$ cat config.mk
export PLATFORM = sky130hd
export DESIGN_NAME = coin_acceptor
export DESIGN_NICKNAME = d
export VERILOG_FILES = /design/src/rtl/coin_acceptor.sv
export SDC_FILE = /design/constraint.sdc
export NUM_CORES = 1
export LEC_CHECK = 0
export ABC_CLOCK_PERIOD_IN_PS = 2100
export CORE_MARGIN = 2
export CORE_UTILIZATION = 50
export CTS_BUF_LIST = sky130_fd_sc_hd__clkbuf_16
export DETAILED_ROUTE_END_ITERATION = 6
export PLACE_DENSITY = 0.78
export SLEW_MARGIN = 10
export SYNTH_ARGS = -nofsm -noshare
export SYNTH_HDL_FRONTEND = slang
export SYNTH_SLANG_ARGS = --single-unit
$ cat constraint.sdc
create_clock -name clk -period 2.1 [get_ports clk]
set_input_delay 0.315 -clock clk [delete_from_list [all_inputs] [get_ports clk]]
set_output_delay 0.315 -clock clk [all_outputs]
set_load 0.005 [all_outputs]
$ cat src/rtl/coin_acceptor.sv
// rtl/coin_acceptor.sv - coin-slot pulse width classifier feeding the vending FSM
//
// Synchronises the raw coin sensor, measures each high pulse in clock cycles
// and emits a one-cycle coin code (1 = one-unit, 2 = two-unit) or a one-cycle
// reject. A hold-off window after every pulse absorbs contact bounce.
//
// Optional feature: define COIN_ACC_REJECT_CNT_EN to add the rej_cnt port,
// a saturating 8-bit count of reject pulses.
//
// Ports:
//   clk      in   clock, rising edge
//   reset    in   synchronous active-high reset
//   sensor   in   raw asynchronous coin sensor, high while a coin passes
//   enable   in   allows a new measurement to start
//   coin     out  coin code, valid for one cycle, 0 otherwise
//   reject   out  one-cycle pulse per rejected pulse
//   busy     out  high while the FSM is not IDLE
//   rej_cnt  out  saturating reject count (COIN_ACC_REJECT_CNT_EN only)

module coin_acceptor #(
    parameter int MIN1  = 2,
    parameter int MAX1  = 4,
    parameter int MIN2  = 6,
    parameter int MAX2  = 9,
    parameter int GAP   = 3,
    parameter int CNT_W = 4
) (
    input  logic       clk,
    input  logic       reset,
    input  logic       sensor,
    input  logic       enable,
    output logic [1:0] coin,
    output logic       reject,
    output logic       busy
`ifdef COIN_ACC_REJECT_CNT_EN
    ,
    output logic [7:0] rej_cnt
`endif
);

    localparam int HW = $clog2(GAP + 1);

    localparam logic [CNT_W-1:0] MIN1_C = CNT_W'(MIN1);
    localparam logic [CNT_W-1:0] MAX1_C = CNT_W'(MAX1);
    localparam logic [CNT_W-1:0] MIN2_C = CNT_W'(MIN2);
    localparam logic [CNT_W-1:0] MAX2_C = CNT_W'(MAX2);
    localparam logic [HW-1:0]    GAP_C  = HW'(GAP);
    localparam logic [HW-1:0]    HONE_C = HW'(1);

    typedef enum logic [1:0] {
        IDLE    = 2'd0,
        MEASURE = 2'd1,
        STUCK   = 2'd2,
        HOLDOFF = 2'd3
    } state_t;

    state_t           state_q, state_d;
    logic [CNT_W-1:0] cnt_q, cnt_d;
    logic [HW-1:0]    hcnt_q, hcnt_d;
    logic             s1, s2;
    // Set while a pulse seen in IDLE with enable low is still high, so that
    // raising enable part-way through it cannot start a bogus measurement.
    logic             ign_q, ign_d;
    logic [1:0]       coin_d;
    logic             reject_d;

    always_ff @(posedge clk) begin
        if (reset) begin
            s1      <= 1'b0;
            s2      <= 1'b0;
            state_q <= HOLDOFF;
            cnt_q   <= '0;
            hcnt_q  <= GAP_C;
            ign_q   <= 1'b0;
            coin    <= 2'd0;
            reject  <= 1'b0;
            busy    <= 1'b1;
        end else begin
            s1      <= sensor;
            s2      <= s1;
            state_q <= state_d;
            cnt_q   <= cnt_d;
            hcnt_q  <= hcnt_d;
            ign_q   <= ign_d;
            coin    <= coin_d;
            reject  <= reject_d;
            busy    <= (state_d != IDLE);
        end
    end

    always_comb begin
        state_d  = state_q;
        cnt_d    = cnt_q;
        hcnt_d   = hcnt_q;
        ign_d    = 1'b0;
        coin_d   = 2'd0;
        reject_d = 1'b0;
        unique case (state_q)
            IDLE: begin
                if (s2 && enable && !ign_q) begin
                    state_d = MEASURE;
                    cnt_d   = CNT_W'(1);
                end else begin
                    ign_d = s2;
                end
            end
            MEASURE: begin
                if (s2) begin
                    if (cnt_q == MAX2_C) begin
                        reject_d = 1'b1;
                        state_d  = STUCK;
                    end else begin
                        cnt_d = cnt_q + CNT_W'(1);
                    end
                end else begin
                    if (cnt_q >= MIN1_C && cnt_q <= MAX1_C) begin
                        coin_d = 2'd1;
                    end else if (cnt_q >= MIN2_C && cnt_q <= MAX2_C) begin
                        coin_d = 2'd2;
                    end else begin
                        reject_d = 1'b1;
                    end
                    state_d = HOLDOFF;
                    hcnt_d  = GAP_C;
                end
            end
            STUCK: begin
                if (!s2) begin
                    state_d = HOLDOFF;
                    hcnt_d  = GAP_C;
                end
            end
            HOLDOFF: begin
                if (s2) begin
                    hcnt_d = GAP_C;
                end else if (hcnt_q == HONE_C) begin
                    state_d = IDLE;
                    hcnt_d  = GAP_C;
                end else begin
                    hcnt_d = hcnt_q - HONE_C;
                end
            end
            default: state_d = HOLDOFF;
        endcase
    end

`ifdef COIN_ACC_REJECT_CNT_EN
    always_ff @(posedge clk) begin
        if (reset) begin
            rej_cnt <= 8'd0;
        end else if (reject && rej_cnt != 8'hFF) begin
            rej_cnt <= rej_cnt + 8'd1;
        end
    end
`endif

endmodule

==> summary.md <==
| Metric | Value |
|---|---|
| Status | completed |
| Endpoints failing setup | 0 |
| Clk Latency, worst-skew pair | 0.24 ns |
| Die area | 0.00204 mm2 |
| TritonRoute pass-1 iters | 4 |
| Clock Power Share | 36.2% |
| Top_reg_cell synth | dfxtp_1 |
| Cts bufs inserted | 3 |
| Combinational share of power | 27.9% |
| Die width | 45.2 um |
| Final Hold Vio Count | 0 |
| Sequential power share | 35.9% |
| Max Cap Viol | 0 |
| CP max FO | 6 |
| Most frequent cells in the layout | 15 x dfxtp_1, 9 x ha_1, 8 x inv_1 |
| Slew headroom | 72.1% |
| Vias | 739 |
| Hold_buf cts | 0 |
| Post-synth ARST share | 0% |
| Leakage Power | 0.422 nW |
| Sequential share of the synthesized area | 35.3% |
| Setup Fix Bufs, Post-CTS | 0 |
| Final Skew | 0.00289 ns |
| Global route overflow | 0 |
| Worst Setup SP | state_q[1] |
| Netlist cell types | 37 |
| RSZ-0062 raised after global routing | false |
| Post-layout min period | 1.81 ns |
| Area of placed instances | 936 um2 |
| Share of the synthesized area in the top cell type | 35.3% |
| Fillers | 131 |
| DRT antenna net count | 0 |
| Post-synthesis average cell area | 9.23 um2 |
| Largest family of logic cells by synthesized area | simple AND/OR/NAND/NOR gates |
| Clock Root Buffer | clkbuf_16 |
| Slew Limit Fails | 0 |
| Area of the multi-input gates | 515 um2 |
| Startpoint Class | flip-flop |
| Post-CTS sizing | 0 |
| DRT Wirelength | 1700 um |
| Synth Area in Adders | 13.3% |
| Number of global-route vias before repair | 620 |
| Synthesized net count | 105 |
| FMAX | 552 MHz |
| Yosys top cell by area | dfxtp_1 |
| Reg area | 300 um2 |
| Longest Clk Path Bufs | 2 |
| Post-DP HPWL | 1150 um |
| Antenna violations before repair | 0 |
| Post-synthesis cell count | 92 |
| Total negative slack | 0 ns |
| Wire per inst | 14.4 um |
| Hold Path Origin | s1 |
| Critical Path AT | 1.93 ns |
| Global Route Usage Sum | 19.8% |
| Crit. End Element | flip-flop |
| Nets@finish | 116 |
| Post-route DRC | 0 |
| Initial core utilization | 55.1% |
| Largest net degree at the start of global routing | 14 |
| Post-synthesis compound-gate area fraction | 18.9% |
| Internal | 714 uW |
| N_diodes | 0 |
| Power Dens Cells | 999 mW/mm2 |
| Final instance area | 0.00101 mm2 |
| Max VDD drop | 0.741 mV |
| DIE HEIGHT | 45.2 um |
| Synth Area in XOR/XNOR | 0% |
| Critical Path RT | 2.22 ns |
| Pre-CTS setup slack | 0.226 ns |
| Tot Pwr | 1.01 mW |
| Yosys reg bits | 15 |
| Worst setup margin | 0.287 ns |
| Area of the core | 0.00154 mm2 |
| Reg2reg start | state_q[1] |
| HP Class | reg2reg |
| Inst Count DP | 114 |
| Synth Cell Area | 850 um2 |
| Warnings, synthesis | 0 |
| Buffers on Ports | 7 |
| Share of cells above drive strength 1 | 8.82% |
| H-tree lvl count | 1 |
| CTS tree | built |
| Critical path class | reg2reg |
| EDFF count, synth | 0 |
| Fin crit share | 86.3% |
| Worst-Margin Slew | 0.417 ns |
| CTS sink count | 15 |
| WHS | 0.454 ns |
| Clock Pin Slew Worst Setup and Hold Paths | 0.05 ns |
| Top cells by area, synth | dfxtp_1 35%, ha_1 13%, nand2b_1 3.7% |
| Multiplexer share of the synthesized area | 1.33% |
| Area grow syn2layout | 19.4% |
| Leading cell type in the layout, fill and taps excluded | dfxtp_1 |
| Starting DRT DRC Count | 11 |
| Sw frac | 29.5% |
| I/O pins | 8 |
| Synth Area in Simple Gates | 27.2% |
| Final core occ | 65.8% |
| First-pass GRT wire length | 2770 um |
| Sw Pwr | 299 uW |
| FP Rows | 14 |
| Mean number of vias per cell | 6.26 |
| Final Wtd Congestion | 0.829 |
| Final Non-Filler Cells | 118 |
worst max-delay path, stage by stage (launching register included):
cell and delay (ns):
dfxtp_1 0.45, inv_1 0.12, ha_1 0.29, or2_2 0.36, a21boi_1 0.15, o221a_1 0.22, o211ai_1 0.09
cell families after synthesis:
kind of cell               after synthesis
and+or+nand+nor                         37
DFF                                     15
adders and majority gates                9
buffers and inverters                    9
muxes                                    1
AOI/OAI and AO/OA                       21
per-layer routing:
layer / vias up / track usage, % / wire [um]
met5: - / 0 / 0
met4: 0 / 15.3 / 68
met3: 8 / 6.80 / 101
met2: 32 / 30.9 / 810
met1: 349 / 21.9 / 724
li1: 350 / - / -
sequential cells by signal, indices dropped and copies added, names as in the netlist:
| signal | count |
|---|---|
| reject | 1 |
| state_q | 2 |
| hcnt_q | 2 |
| s1 | 1 |
| s2 | 1 |
| cnt_q | 4 |
| ign_q | 1 |
| coin | 2 |
| busy | 1 |
area by class of cell:
| cell class | instances | area share (%) |
|---|---|---|
| Clock buffer | 3 | 7.40 |
| Clock inverter | 1 | 0.370 |
| Inverter | 8 | 2.96 |
| Multi-Input combinational cell | 68 | 50.8 |
| Sequential cell | 15 | 29.6 |
| Tap cell | 16 | 1.97 |
| Timing Repair Buffer | 7 | 6.91 |
power by group through the flow:
stage / combinational [mW] / sequential [mW] / clock (mW)
after floorplan: 0.206 / 0.359 / 0
after global placement: 0.264 / 0.364 / 0
after detailed placement: 0.267 / 0.366 / 0
after CTS: 0.279 / 0.363 / 0.372
after global routing: 0.309 / 0.369 / 0.388
final: 0.283 / 0.364 / 0.367
worst paths after layout:
kind                            endpoint  slack [ns]  cells past startpoint
worst min register to register        s2        0.45                      1
worst max register to register      busy        0.29                      6
worst min-delay path                  s2        0.45                      1
worst max-delay path                busy        0.29                      6
cells in the mapped netlist, types with 2 or more instances:
library cell and count:
a21oi_1 4, a31oi_1 2, dfxtp_1 15, ha_1 9, inv_1 7, nand2_1 4
nand2b_1 5, nand3b_1 3, nor2_1 7, nor2b_1 3, o21ai_0 3, o21ai_1 2
or3_1 4
No activity file was read; power rests on OpenSTA's default activity.
